<file path="config.mk">
export PLATFORM = sky130hd
export DESIGN_NAME = lut_mult_seq_ctrl
export DESIGN_NICKNAME = d
export VERILOG_FILES = /design/src/rtl/lut_mult_pkg.sv /design/src/rtl/lut_mult_accum.sv /design/src/rtl/lut_mult_seq_ctrl.sv
export SDC_FILE = /design/constraint.sdc
export NUM_CORES = 1
export LEC_CHECK = 0
export ABC_AREA = 1
export BUFFER_PORTS_ARGS = -buffer_cell sky130_fd_sc_hd__buf_2
export CORE_ASPECT_RATIO = 1.5
export CORE_UTILIZATION = 34
export DETAILED_ROUTE_END_ITERATION = 12
export SETUP_SLACK_MARGIN = 0.05
export SKIP_LAST_GASP = 1
export SLEW_MARGIN = 5
export SYNTH_ARGS = -nofsm -noshare
export SYNTH_HDL_FRONTEND = slang
export SYNTH_SLANG_ARGS = --single-unit
export TNS_END_PERCENT = 30
</file>
<file path="constraint.sdc">
create_clock -name clk -period 8.2 [get_ports clk]
set_clock_uncertainty 0.15 [all_clocks]
set_input_delay 0.82 -clock clk [delete_from_list [all_inputs] [get_ports clk]]
set_output_delay 0.82 -clock clk [all_outputs]
set_load 0.02 [all_outputs]
</file>
<file path="src/rtl/lut_mult_pkg.sv">
// Shared types and constants for the nibble-serial LUT multiplier sequencer.
// Holds the sequencer state encoding and the LUT interface widths.
package lut_mult_pkg;

    localparam int NIBBLE_W  = 4;
    localparam int LUT_RES_W = 8;

    typedef enum logic [1:0] {
        IDLE  = 2'd0,
        ISSUE = 2'd1,
        WAIT  = 2'd2,
        DONE  = 2'd3
    } state_t;

    // Index width for a counter over n items; never narrower than one bit.
    function automatic int idx_width(input int n);
        return (n > 1) ? $clog2(n) : 1;
    endfunction

endpackage

</file>
<file path="src/rtl/lut_mult_accum.sv">
// Shift-accumulator for the LUT multiplier sequencer.
// Adds a zero-extended 8-bit partial product, shifted left by shift_amt bits,
// into a 2*WIDTH-bit running sum. The sum is sized so it never wraps.
module lut_mult_accum
    import lut_mult_pkg::*;
#(
    parameter int ACC_W = 32,
    parameter int SH_W  = 5
) (
    input  logic                 clk,
    input  logic                 reset,
    input  logic                 clear,
    input  logic                 add_en,
    input  logic [LUT_RES_W-1:0] lut_result,
    input  logic [SH_W-1:0]      shift_amt,
    output logic [ACC_W-1:0]     acc
);

    logic [ACC_W-1:0] acc_reg;
    logic [ACC_W-1:0] addend;

    assign addend = ACC_W'(lut_result) << shift_amt;

    // Running sum: clear on a new operation, add one aligned partial product when enabled.
    always_ff @(posedge clk or posedge reset) begin
        if (reset) begin
            acc_reg <= '0;
        end else if (clear) begin
            acc_reg <= '0;
        end else if (add_en) begin
            acc_reg <= acc_reg + addend;
        end
    end

    assign acc = acc_reg;

endmodule

</file>
<file path="src/rtl/lut_mult_seq_ctrl.sv">
// Nibble-serial WIDTH x WIDTH unsigned multiplier sequencer.
// Walks every (op_a nibble i, op_b nibble j) pair, i inner and j outer, drives
// the pair onto the shared 4x4 LUT, waits LUT_LATENCY cycles and accumulates
// the 8-bit partial product shifted by 4*(i+j).
// Optional build macro: LUT_MULT_ZERO_SKIP_EN -- pairs with a zero nibble are
// skipped in a single ISSUE cycle without touching the LUT sources.
// Timing note: the LUT sources are loaded on the edge that enters ISSUE, so they
// are already stable during the ISSUE cycle and lut_result is valid in the last
// WAIT cycle for any LUT_LATENCY in 1..4.
module lut_mult_seq_ctrl
    import lut_mult_pkg::*;
#(
    parameter int WIDTH       = 16,
    parameter int LUT_LATENCY = 1
) (
    input  logic                 clk,
    input  logic                 reset,
    input  logic                 start,
    input  logic [WIDTH-1:0]     op_a,
    input  logic [WIDTH-1:0]     op_b,
    output logic                 busy,
    output logic                 done,
    output logic [2*WIDTH-1:0]   product,
    output logic [NIBBLE_W-1:0]  lut_src_0,
    output logic [NIBBLE_W-1:0]  lut_src_1,
    input  logic [LUT_RES_W-1:0] lut_result
);

    localparam int N      = WIDTH / NIBBLE_W;
    localparam int ACC_W  = 2 * WIDTH;
    localparam int IDX_W  = idx_width(N);
    localparam int SH_W   = IDX_W + 3;
    localparam int WAIT_W = 3;

    localparam logic [IDX_W-1:0]  LAST_IDX = IDX_W'(N - 1);
    localparam logic [WAIT_W-1:0] LAT_LOAD = WAIT_W'(LUT_LATENCY);

    state_t              state_reg, state_next;
    logic [WIDTH-1:0]    a_reg, a_next;
    logic [WIDTH-1:0]    b_reg, b_next;
    logic [IDX_W-1:0]    i_reg, i_next;
    logic [IDX_W-1:0]    j_reg, j_next;
    logic [WAIT_W-1:0]   wait_reg, wait_next;
    logic [IDX_W-1:0]    i_adv, j_adv;
    logic                last_pair;
    logic                pair_skip;
    logic                enter_issue;
    logic                load_src;
    logic                acc_clear;
    logic                acc_add;
    logic [SH_W-1:0]     shift_amt;
    logic [ACC_W-1:0]    acc;
    logic [NIBBLE_W-1:0] src0_reg, src1_reg;
    logic [NIBBLE_W-1:0] src0_sel, src1_sel;
    logic [ACC_W-1:0]    product_reg;

    // Nibble views of the operands that will be in force after this edge.
    logic [NIBBLE_W-1:0] a_nxt_nib [N];
    logic [NIBBLE_W-1:0] b_nxt_nib [N];

    generate
        for (genvar gi = 0; gi < N; gi++) begin : g_nxt_nib
            assign a_nxt_nib[gi] = a_next[gi*NIBBLE_W +: NIBBLE_W];
            assign b_nxt_nib[gi] = b_next[gi*NIBBLE_W +: NIBBLE_W];
        end
    endgenerate

`ifdef LUT_MULT_ZERO_SKIP_EN
    // Nibble views of the captured operands, used to decide skips in ISSUE.
    logic [NIBBLE_W-1:0] a_cur_nib [N];
    logic [NIBBLE_W-1:0] b_cur_nib [N];

    generate
        for (genvar gi = 0; gi < N; gi++) begin : g_cur_nib
            assign a_cur_nib[gi] = a_reg[gi*NIBBLE_W +: NIBBLE_W];
            assign b_cur_nib[gi] = b_reg[gi*NIBBLE_W +: NIBBLE_W];
        end
    endgenerate

    assign pair_skip = (a_cur_nib[i_reg] == '0) || (b_cur_nib[j_reg] == '0);
`else
    assign pair_skip = 1'b0;
`endif

    // Pair bookkeeping: i is the inner index, j increments when i wraps.
    assign last_pair = (i_reg == LAST_IDX) && (j_reg == LAST_IDX);
    assign i_adv     = (i_reg == LAST_IDX) ? '0 : i_reg + 1'b1;
    assign j_adv     = (i_reg == LAST_IDX) ? j_reg + 1'b1 : j_reg;
    assign shift_amt = {({1'b0, i_reg} + {1'b0, j_reg}), 2'b00};

    // State, operand, index and wait-counter registers.
    always_ff @(posedge clk or posedge reset) begin
        if (reset) begin
            state_reg <= IDLE;
            a_reg     <= '0;
            b_reg     <= '0;
            i_reg     <= '0;
            j_reg     <= '0;
            wait_reg  <= '0;
        end else begin
            state_reg <= state_next;
            a_reg     <= a_next;
            b_reg     <= b_next;
            i_reg     <= i_next;
            j_reg     <= j_next;
            wait_reg  <= wait_next;
        end
    end

    // Next-state logic: accept in IDLE, issue a pair, wait out the LUT, accumulate.
    always_comb begin
        state_next  = state_reg;
        a_next      = a_reg;
        b_next      = b_reg;
        i_next      = i_reg;
        j_next      = j_reg;
        wait_next   = wait_reg;
        acc_clear   = 1'b0;
        acc_add     = 1'b0;
        enter_issue = 1'b0;

        case (state_reg)
            IDLE: begin
                if (start) begin
                    a_next      = op_a;
                    b_next      = op_b;
                    i_next      = '0;
                    j_next      = '0;
                    acc_clear   = 1'b1;
                    enter_issue = 1'b1;
                    state_next  = ISSUE;
                end
            end
            ISSUE: begin
                if (pair_skip) begin
                    if (last_pair) begin
                        state_next = DONE;
                    end else begin
                        i_next      = i_adv;
                        j_next      = j_adv;
                        enter_issue = 1'b1;
                        state_next  = ISSUE;
                    end
                end else begin
                    wait_next  = LAT_LOAD;
                    state_next = WAIT;
                end
            end
            WAIT: begin
                if (wait_reg == WAIT_W'(1)) begin
                    acc_add = 1'b1;
                    if (last_pair) begin
                        state_next = DONE;
                    end else begin
                        i_next      = i_adv;
                        j_next      = j_adv;
                        enter_issue = 1'b1;
                        state_next  = ISSUE;
                    end
                end else begin
                    wait_next = wait_reg - 1'b1;
                end
            end
            DONE: begin
                state_next = IDLE;
            end
            default: begin
                state_next = IDLE;
            end
        endcase
    end

    // Select the nibbles for the pair about to be issued; skipped pairs leave the sources alone.
    always_comb begin
        src0_sel = a_nxt_nib[i_next];
        src1_sel = b_nxt_nib[j_next];
`ifdef LUT_MULT_ZERO_SKIP_EN
        load_src = enter_issue && (src0_sel != '0) && (src1_sel != '0);
`else
        load_src = enter_issue;
`endif
    end

    // LUT source registers: updated only when a pair is issued, otherwise held.
    always_ff @(posedge clk or posedge reset) begin
        if (reset) begin
            src0_reg <= '0;
            src1_reg <= '0;
        end else if (load_src) begin
            src0_reg <= src0_sel;
            src1_reg <= src1_sel;
        end
    end

    lut_mult_accum #(
        .ACC_W (ACC_W),
        .SH_W  (SH_W)
    ) u_accum (
        .clk        (clk),
        .reset      (reset),
        .clear      (acc_clear),
        .add_en     (acc_add),
        .lut_result (lut_result),
        .shift_amt  (shift_amt),
        .acc        (acc)
    );

    // Result register: latches the finished sum during DONE and holds it afterwards.
    always_ff @(posedge clk or posedge reset) begin
        if (reset) begin
            product_reg <= '0;
        end else if (state_reg == DONE) begin
            product_reg <= acc;
        end
    end

    assign busy      = (state_reg != IDLE);
    assign done      = (state_reg == DONE);
    assign product   = done ? acc : product_reg;
    assign lut_src_0 = src0_reg;
    assign lut_src_1 = src1_reg;

endmodule

</file>
==> flow_summary_export.csv, run 1 <==
group,metric,value,unit
global_route,grtUsageTotal,20.8,%
critical_path,critical_path_buf_inv_count,5,
detailed_routing,routed-wl-met3,886,um
logic_synthesis,synth_top_area_cell,"sky130_fd_sc_hd__dfrtp_1",
detailed_routing,viasPerCell,4.73,
logic_synthesis,synth_sequential_area_ratio,37.3,%
run_status,status,"finished, final reports clean",
sta,fin_tns_setup,0,ns
logic_synthesis,async_flop_share,100,%
logic_synthesis,netlist_area,0.00759,mm2
final_layout,num_antenna_cells,0,
place,place.gp.congestion,1.00,
logic_synthesis,synth_xor_area_share,0.346,%
sta,report.final.setup_viol,0,
logic_synthesis,dominantRegCellSynth,"sky130_fd_sc_hd__dfrtp_1",
logic_synthesis,synth.yosys.warnings,0,
detailed_routing,detail_route.wirelength,22600,um
clocking,htree_levels,4,
sta,achievable-frequency,0.257,GHz
logic_synthesis,post-synth-top-area-fraction,37.3,%
pwr,ir_drop,170,uV
detailed_routing,drt_pass1_iterations,7,
clocking,cts_stage_hold_buffer_count,0,
clocking,cts.repair_timing.setup_buffer_count,0,
critical_path,timing.critical_path.cells,"ha_1 -> inv_1 -> fa_1 -> inv_1 -> nor2_1 -> inv_1 -> nor2_1 -> inv_1 -> fa_1 -> inv_1 -> nand3_1 -> nand3_1 -> nand2_1 -> nand3_1 -> nand2_1 -> nand2_1 -> nand2_1 -> nand3_1 -> nand2_1",
clocking,cts_buffers,17,
critical_path,critPathMaxFanout,16,
pwr,power.density_cell_area,342,mW/mm2
floorplanning,io_pins,85,
detailed_routing,met2WireLength,11800,um
global_route,grt-ovfl-total,0,
global_route,grt_pass1_vias,7113,
sta,maxSlewHeadroom,29.0,%
final_layout,nNetsFinal,1299,
logic_synthesis,syn_area_per_cell,6.70,um2
floorplanning,std_cell_rows,66,
floorplanning,dieArea,0.0229,mm2
sta,timing.final.crit_share,47.5,%
logic_synthesis,synth_simple_gate_area_share,34.9,%
sta,whs,0.246,ns
sta,finalHoldViolCount,0,
detailed_routing,routedLengthMet1,9030,um
logic_synthesis,number_of_synthesized_flops_with_an_enable_pin,0,
logic_synthesis,dominant_combinational_cell_family_by_area_after_synthesis,"simple AND/OR/NAND/NOR gates",
floorplanning,die_y_extent,185,um
critical_path,worst-r2r-cell-count,19,
floorplanning,initial_utilization,34.8,%
final_layout,fraction_of_layout_cells_with_a_size_suffix_above_1,12.0,%
critical_path,crit_path_leading_delay_family,"simple AND/OR/NAND/NOR gates",
detailed_routing,drtAntennaViolNets,0,
detailed_routing,dr.max_layer_used,"met4",
global_route,grt_antenna_before_repair,0,
critical_path,cp-end-kind,"register",
logic_synthesis,post_synth_fa_ha_maj_area_fraction,6.63,%
critical_path,critPathKind,"reg2reg",
clocking,cts_tree,"done",
critical_path,required_time_of_the_critical_path,8.36,ns
global_route,first_pass_grt_wire_length,35900,um
final_layout,layout.filler_cells,2381,
global_route,grt_start_max_net_pins,80,
sta,finalWorstPathRequiredPeriod,3.89,ns
flow_run,cap_viol_max_count,0,
critical_path,worst-path-stages,19,
sta,max_slew.worst_pin.slew,1.06,ns
place,dp_hpwl,17700,um
detailed_routing,drt_first_iter_violations,341,
place,buffer_ports.inserted,84,
critical_path,critPathLaunchType,"register",
detailed_routing,route.detailed.drc,0,
logic_synthesis,synth.lib_cells_used.distinct,42,
floorplanning,core_area,0.0218,mm2
critical_path,worst_path_max_delay_cell,"sky130_fd_sc_hd__fa_1",
clocking,cts-resized-gates,0,
critical_path,critical_path_arrival,4.05,ns
detailed_routing,wl_per_cell,15.0,um
clocking,clk_transition_reported_paths,0.06,ns
final_layout,area_of_combinational_cells_with_multiple_inputs,0.00384,mm2
clocking,clock_path_buffers,2,
clocking,insertion_delay,0.43,ns
clocking,cts_sinks,113,
final_layout,layout-area-overhead-vs-synth,16.3,%
final_layout,seqCellArea,0.00283,mm2
critical_path,critical-path-max-stage-delay,0.59,ns
floorplanning,die_width,124,um
logic_synthesis,multiplexer_area_fraction_after_synthesis,0.396,%
logic_synthesis,synth_compound_gate_area_share,8.33,%
clocking,cts-root-buf,"sky130_fd_sc_hd__clkbuf_16",
logic_synthesis,synth.area.top_cells,"sky130_fd_sc_hd__dfrtp_1 (37%), sky130_fd_sc_hd__nand2_1 (21%), sky130_fd_sc_hd__inv_1 (10%)",
min_path,min_path_type,"in2async",
sta,rsz0062_at_grt,"false",
logic_synthesis,syn-num-nets,1214,
detailed_routing,detailroute.via_count,7111,
logic_synthesis,netlist_instances,1132,
pwr,cellLeakagePower,5.03,nW
sta,slew_violations,0,
logic_synthesis,synth-seq-cells,113,
cell usage in the layout (no fill, tap or decap), types with 5 or more instances in the layout:
cell	n
sky130_fd_sc_hd__o22ai_1	14
sky130_fd_sc_hd__nand2_4	5
sky130_fd_sc_hd__nand3_1	71
sky130_fd_sc_hd__nor2_1	75
sky130_fd_sc_hd__inv_1	202
sky130_fd_sc_hd__clkbuf_16	17
sky130_fd_sc_hd__a21oi_1	26
sky130_fd_sc_hd__dfrtp_1	113
sky130_fd_sc_hd__clkinvlp_4	5
sky130_fd_sc_hd__o21ai_0	43
sky130_fd_sc_hd__or2_2	5
sky130_fd_sc_hd__nand2_1	429
sky130_fd_sc_hd__ha_1	37
sky130_fd_sc_hd__inv_6	7
sky130_fd_sc_hd__buf_2	84
sky130_fd_sc_hd__or2_1	8
sky130_fd_sc_hd__o21ai_1	24
sky130_fd_sc_hd__nor3_1	10
where the power goes:
| part | switching [mW] | leakage (nW) | internal [mW] |
|---|---|---|---|
| logic | 0.990 | 3.32 | 0.432 |
| clock network | 0.311 | 0.268 | 0.426 |
| registers | 0.0891 | 1.44 | 0.772 |
per-stage QoR:
stage | cell area, um2 | std cells | setup WS [ns] | total power [mW] | utilization [%]
final | 8820 | 1502 | 4.31 | 3.02 | 40.5
after global routing | 8820 | 1502 | 3.99 | 3.27 | 40.5
after CTS | 8820 | 1502 | 4.35 | 3.05 | 40.5
after detailed placement | 8250 | 1470 | 4.36 | 2.30 | 37.8
after global placement | 8250 | 1470 | 4.35 | 2.29 | 37.8
after floorplan | 7590 | 1132 | 4.24 | 1.90 | -
logic make-up (layout without fill, tap and decap cells):
group,after synthesis,after routing
AOI/OAI and AO/OA,118,118
xor gates and xnor gates,3,3
adders and majority gates,39,39
buffers and inverters,230,328
DFF,113,113
muxes,3,3
and+or+nand+nor,626,626
worst paths after layout:
path	from	slack [ns]	end
max in group asynchronous	reset	6.20	u_accum.acc[31]
setup / recovery	i_reg[0]	4.31	u_accum.acc[28]
setup reg to reg	i_reg[0]	4.31	u_accum.acc[28]
min in group clk	product_reg[16]	0.32	product_reg[16]
hold reg to reg	product_reg[16]	0.32	product_reg[16]
hold / removal	reset	0.25	product_reg[15]
per-layer routing:
layer | vias up | track usage [%]
met2 | 183 | 38.3
met4 | 0 | 9.71
met3 | 52 | 3.48
li1 | 3661 | -
met5 | - | 0
met1 | 3215 | 22.8
layout make-up:
type                       instances  area share (%)
clock inverter                    15            1.72
tap                              272            3.86
multi-input combinational        789            43.5
clock buffer                      17            4.82
inverter                         210            9.08
timing repair buffer              86            4.94
sequential                       113            32.1
synth_stat cells (2+ instances only):
cell type                    n
sky130_fd_sc_hd__nand4_1     4
sky130_fd_sc_hd__and3_1      2
sky130_fd_sc_hd__inv_4       2
sky130_fd_sc_hd__buf_6       5
sky130_fd_sc_hd__o211ai_1    2
sky130_fd_sc_hd__clkbuf_1    9
sky130_fd_sc_hd__nand2_4     5
sky130_fd_sc_hd__ha_1       37
sky130_fd_sc_hd__inv_1     203
sky130_fd_sc_hd__or2_2       5
sky130_fd_sc_hd__or2_1       8
sky130_fd_sc_hd__buf_1       2
sky130_fd_sc_hd__buf_2       3
sky130_fd_sc_hd__fa_1        2
sky130_fd_sc_hd__dfrtp_1   113
sky130_fd_sc_hd__o21ai_0    43
sky130_fd_sc_hd__a31oi_1     4
sky130_fd_sc_hd__inv_2       4
sky130_fd_sc_hd__a21oi_1    26
sky130_fd_sc_hd__nand3_1    71
sky130_fd_sc_hd__nand2_1   429
sky130_fd_sc_hd__nand2_2     4
sky130_fd_sc_hd__xor2_1      2
sky130_fd_sc_hd__nor2_8      2
sky130_fd_sc_hd__o21bai_1    2
sky130_fd_sc_hd__o22ai_1    14
sky130_fd_sc_hd__mux2i_1     3
sky130_fd_sc_hd__nor2_1     75
sky130_fd_sc_hd__or2_0       3
sky130_fd_sc_hd__and2_1      3
sky130_fd_sc_hd__nand2_8     2
sky130_fd_sc_hd__o21ai_1    24
sky130_fd_sc_hd__nor3_1     10
Power figures use the tool's default switching activity.
==> run 2, diff against run 1 <==
==> constraint.sdc (replaced) <==
create_clock -name clk -period 3.9 [get_ports clk]
set_clock_uncertainty 0.15 [all_clocks]
set_input_delay 0.39 -clock clk [delete_from_list [all_inputs] [get_ports clk]]
set_output_delay 0.39 -clock clk [all_outputs]
set_load 0.02 [all_outputs]
==> flow_summary_export.csv, run 2 (synthesis results as in run 1) <==
group,metric,value,unit
clocking,cts_tree,"done",
critical_path,worst_setup_path_endpoint,"u_accum.acc[23]",
sta,finalHoldViolCount,0,
clocking,cts-root-buf,"sky130_fd_sc_hd__clkbuf_16",
floorplanning,initial_utilization,34.8,%
clocking,cts.repair_timing.setup_buffer_count,0,
detailed_routing,detail_route.wirelength,22800,um
floorplanning,io_pins,85,
clocking,insertion_delay,0.43,ns
final_layout,layout.filler_cells,2371,
critical_path,worst_path_max_delay_cell,"sky130_fd_sc_hd__fa_1",
pwr,cellLeakagePower,5.09,nW
sta,max_slew.worst_pin.slew,0.930,ns
critical_path,timing.critical_path.cells,"ha_1 -> inv_1 -> fa_1 -> inv_2 -> buf_4 -> nor3_1 -> ha_1 -> nand2_1 -> nor2_1 -> nand3_1 -> nand2_1 -> nand2_1 -> nand2_1 -> nand2_1 -> nand2_1 -> nand2_1 -> nand3_1 -> nand2_1",
critical_path,r2r_slack,0.24,ns
final_layout,num_antenna_cells,0,
critical_path,timing.critical_path.from,"i_reg[0]",
sta,finalWorstPathRequiredPeriod,3.66,ns
sta,fin_tns_setup,0,ns
global_route,grt_start_max_net_pins,73,
final_layout,nNetsFinal,1307,
clocking,htree_levels,4,
global_route,grt_antenna_before_repair,0,
critical_path,critPathLaunchType,"register",
critical_path,critPathKind,"reg2reg",
critical_path,required_time_of_the_critical_path,4.06,ns
flow_run,cap_viol_max_count,0,
detailed_routing,drt_first_iter_violations,321,
detailed_routing,drtAntennaViolNets,0,
critical_path,critical-path-max-stage-delay,0.61,ns
detailed_routing,route.detailed.drc,0,
critical_path,worst-path-stages,18,
min_path,min_path_type,"in2async",
floorplanning,die_y_extent,185,um
clocking,clock_path_buffers,2,
critical_path,worst_r2r_endpoint,"u_accum.acc[23]",
critical_path,crit_top_cell,"sky130_fd_sc_hd__nand2_1",
detailed_routing,viasPerCell,4.76,
pwr,power,6.49,mW
sta,timing.final.crit_share,93.9,%
place,place.gp.congestion,0.955,
clocking,clk_transition_reported_paths,0.06,ns
final_layout,final_cells,1510,
place,dp_hpwl,17700,um
final_layout,layout.cells.most_common,"sky130_fd_sc_hd__nand2_1",
sta,slew_violations,0,
floorplanning,core_area,0.0218,mm2
sta,achievable-frequency,0.273,GHz
floorplanning,std_cell_rows,66,
sta,maxSlewHeadroom,38.0,%
final_layout,layout-area-overhead-vs-synth,17.9,%
critical_path,crit_path_leading_delay_family,"simple AND/OR/NAND/NOR gates",
place,post-place-cells,1478,
global_route,first_pass_grt_wire_length,35600,um
sta,postLayoutSetupSlackWorst,0.240,ns
critical_path,worst_r2r_startpoint,"i_reg[0]",
floorplanning,die_width,124,um
clocking,cts_buffers,17,
critical_path,critical_path_arrival,3.82,ns
final_layout,most-common-layout-cells,"sky130_fd_sc_hd__nand2_1 (426), sky130_fd_sc_hd__inv_1 (201), sky130_fd_sc_hd__dfrtp_1 (113)",
place,buffer_ports.inserted,84,
detailed_routing,drt_pass1_iterations,5,
global_route,grt_pass1_vias,7053,
detailed_routing,wl_per_cell,15.1,um
sta,rsz0062_at_grt,"true",
clocking,cts-resized-gates,0,
critical_path,cp-end-kind,"register",
global_route,grt-ovfl-total,0,
global_route,grtUsageTotal,20.9,%
place,dp_worst_setup_slack,0.238,ns
critical_path,worst-r2r-cell-count,18,
clocking,cts_stage_hold_buffer_count,0,
clocking,cts_sinks,113,
final_layout,fraction_of_layout_cells_with_a_size_suffix_above_1,12.8,%
critical_path,critPathMaxFanout,12,
pwr,power.density_cell_area,726,mW/mm2
detailed_routing,detailroute.via_count,7185,
floorplanning,dieArea,0.0229,mm2
sta,report.final.setup_viol,0,
pwr,ir_drop,433,uV
run_status,status,"finished, final reports clean",
critical_path,critical_path_buf_inv_count,3,
run 2: where the power goes:
part / leakage, nW / internal (mW) / switching (mW)
logic: 3.36 / 0.927 / 2.10
registers: 1.44 / 1.62 / 0.187
clock network: 0.296 / 1.06 / 0.594
total: 5.09 / 3.61 / 2.88
run 2: how the worst min path moves through the flow:
stage,slack [ns],endpoint,start
CTS,0.03,b_reg[8],op_b[8]
global placement,0.30,product_reg[22],product_reg[22]
detailed placement,0.31,product_reg[26],product_reg[26]
global route,0.04,b_reg[8],op_b[8]
floorplan,0.29,a_reg[14],a_reg[14]
finish,0.03,product_reg[14],reset
run 2: per-stage QoR:
stage | utilization [%] | hold slack (ns) | cell area (um2)
4_1_cts | 41.0 | 0.0258 | 8930
3_3_place_gp | 38.1 | 0.305 | 8310
5_1_grt | 41.0 | 0.0427 | 8940
2_1_floorplan | - | 0.288 | 7590
3_5_place_dp | 38.1 | 0.308 | 8310
6_report | 41.0 | 0.0303 | 8940
run 2: area by class of cell:
cell class                 count  area, um2  area share (%)
multi-input combinational    789       3850            43.1
sequential                   113       2830            31.6
inverter                     210        801            8.95
timing repair buffer          94        495            5.54
clock buffer                  21        470            5.26
tap                          272        340            3.81
clock inverter                11        153            1.71
run 2: layer usage:
layer / wire (um) / up-vias / global-route usage, % / share of wire, %
li1: - / 3690 / - / -
met1: 9100 / 3254 / 22.0 / 40
met2: 11800 / 183 / 37.8 / 52
met3: 876 / 58 / 4.19 / 3.8
met4: 1050 / 0 / 12.0 / 4.6
met5: 0 / - / 0 / 0
==> run 3, diff against run 2 <==
--- a/config.mk
+++ b/config.mk
@@ -9,8 +9,9 @@
 export BUFFER_PORTS_ARGS = -buffer_cell sky130_fd_sc_hd__buf_2
 export CORE_ASPECT_RATIO = 1.5
 export CORE_UTILIZATION = 34
+export CTS_CLUSTER_SIZE = 28
 export DETAILED_ROUTE_END_ITERATION = 12
-export SETUP_SLACK_MARGIN = 0.05
+export SETUP_SLACK_MARGIN = 0.4
 export SKIP_LAST_GASP = 1
 export SLEW_MARGIN = 5
 export SYNTH_ARGS = -nofsm -noshare
==> flow_summary_export.csv, run 3 (synthesis results as in run 1) <==
group,metric,value,unit
detailed_routing,wl_per_cell,14.9,um
pwr,cellLeakagePower,5.13,nW
detailed_routing,drtAntennaViolNets,0,
detailed_routing,detailroute.via_count,7219,
flow_run,cap_viol_max_count,0,
floorplanning,io_pins,85,
place,place.gp.congestion,0.975,
clocking,clock_path_buffers,2,
final_layout,layout-area-overhead-vs-synth,20.8,%
floorplanning,die_width,124,um
global_route,grt-ovfl-total,0,
critical_path,critical_path_arrival,3.55,ns
final_layout,nNetsFinal,1306,
critical_path,critPathMaxFanout,7,
clocking,cts-root-buf,"sky130_fd_sc_hd__clkbuf_16",
global_route,grt_start_max_net_pins,75,
floorplanning,initial_utilization,34.8,%
clocking,clk_transition_reported_paths,0.06,ns
global_route,grtUsageTotal,20.5,%
clocking,insertion_delay,0.43,ns
sta,fin_tns_setup,0,ns
sta,slew_violations,0,
clocking,cts_stage_hold_buffer_count,0,
clocking,cts_buffers,17,
final_layout,num_antenna_cells,0,
detailed_routing,route.detailed.drc,0,
floorplanning,core_area,0.0218,mm2
sta,finalHoldViolCount,0,
sta,maxSlewHeadroom,37.9,%
run_status,status,"finished, final reports clean",
floorplanning,std_cell_rows,66,
clocking,htree_levels,4,
place,dp_hpwl,17200,um
floorplanning,die_y_extent,185,um
critical_path,worst_path_max_delay_cell,"sky130_fd_sc_hd__fa_2",
sta,max_slew.worst_pin.slew,0.930,ns
place,post_dp_cell_area,0.00828,mm2
pwr,power,6.63,mW
final_layout,most-common-layout-cells,"sky130_fd_sc_hd__nand2_1 (417), sky130_fd_sc_hd__inv_1 (197), sky130_fd_sc_hd__dfrtp_1 (113)",
global_route,grt_pass1_vias,7138,
critical_path,critical-path-max-stage-delay,0.64,ns
sta,finalWorstPathRequiredPeriod,3.38,ns
final_layout,finish.instance_area,0.00917,mm2
detailed_routing,drt_first_iter_violations,421,
critical_path,timing.critical_path.cells,"ha_1 -> inv_1 -> fa_2 -> inv_2 -> buf_4 -> a31oi_4 -> nor2_1 -> ha_1 -> nand2_1 -> nor2_2 -> inv_1 -> nor2_1 -> and2_1 -> nand2_1 -> nand2_1 -> nand2_1 -> nand3_1 -> nand2_1",
critical_path,required_time_of_the_critical_path,4.07,ns
global_route,grt_antenna_before_repair,0,
critical_path,critPathLaunchType,"register",
final_layout,fraction_of_layout_cells_with_a_size_suffix_above_1,17.0,%
sta,report.final.setup_viol,0,
sta,achievable-frequency,0.296,GHz
clocking,cts_tree,"done",
sta,rsz0062_at_grt,"true",
final_layout,layout.cells.most_common,"sky130_fd_sc_hd__nand2_1",
min_path,min_path_type,"in2async",
global_route,first_pass_grt_wire_length,35500,um
sta,timing.final.crit_share,86.7,%
critical_path,critPathKind,"reg2reg",
pwr,power.density_cell_area,724,mW/mm2
place,buffer_ports.inserted,84,
floorplanning,dieArea,0.0229,mm2
clocking,cts_sinks,113,
critical_path,crit_top_cell,"sky130_fd_sc_hd__nand2_1",
detailed_routing,drt_pass1_iterations,5,
detailed_routing,viasPerCell,4.78,
detailed_routing,detail_route.wirelength,22500,um
pwr,ir_drop,426,uV
critical_path,cp-end-kind,"register",
[run 3: cell count changes in the layout (fill, tap and decap cells not counted), sizes merged]
cell / before / now
clkbuf: 21 / 17
buf: 94 / 93
bufinv: 3 / 2
inv: 212 / 217
[run 3: per-stage QoR]
stage	util [%]	std cells	setup WS (ns)	hold slack, ns
after floorplan	-	1132	0.768	0.288
after global placement	38.0	1473	0.216	0.304
after detailed placement	38.0	1473	0.210	0.308
after CTS	40.9	1506	0.419	0.0163
after global routing	42.1	1509	0.335	0.0399
final	42.1	1509	0.519	0.00803
[run 3: what timing repair did]
action,4_1_cts,5_1_grt
gates cloned,0,1
endpoints found under the setup margin,23,24
gates resized for setup,9,60
pin swaps,0,6
setup buffers,1,2
[run 3: path summary, 6_finish.rpt]
check / from / to / slack [ns] / cells past startpoint
min in group clk: op_b[12] / b_reg[12] / 0.03 / 3
setup reg to reg: j_reg[0] / u_accum.acc[27] / 0.52 / 18
hold / removal: reset / u_accum.acc[1] / 0.008 / 2
max in group asynchronous: reset / product_reg[19] / 2.70 / 3
hold reg to reg: product_reg[20] / product_reg[20] / 0.32 / 2
setup / recovery: j_reg[0] / u_accum.acc[27] / 0.52 / 18
[run 3: metal layers]
layer | GRT usage (%) | part of all wire, % | vias up
li1 | - | - | 3680
met1 | 21.6 | 40 | 3319
met2 | 39.0 | 53 | 173
met3 | 2.99 | 3.7 | 47
met4 | 9.38 | 3.6 | 0
met5 | 0 | 0 | -
[run 3: report_power, final]
| part | internal (mW) | switching, mW | leakage (nW) | total [mW] |
|---|---|---|---|---|
| clock network | 0.959 | 0.654 | 0.288 | 1.61 |
| logic | 1.03 | 2.18 | 3.40 | 3.21 |
| registers | 1.62 | 0.186 | 1.44 | 1.81 |
| total | 3.61 | 3.02 | 5.13 | 6.63 |
[run 3: final cells by class]
| cell class | instances | area [um2] |
|---|---|---|
| inverters | 210 | 802 |
| repair buffers | 93 | 504 |
| clock inverters | 15 | 170 |
| flip-flops and latches | 113 | 2830 |
| multi-input cells | 789 | 4100 |
| clock buffers | 17 | 425 |
| fillers | 2314 | 12600 |
| well taps | 272 | 340 |
[run 3: critical path: cells and delay by family (launching register included)]
family	cells	cell delay, ns
buffers and inverters	4	0.36
adder cells (fa/ha/maj)	3	1.22
AO/OA/AOI/OAI	1	0.16
flip-flops	1	0.38
AND/OR/NAND/NOR	10	1.00
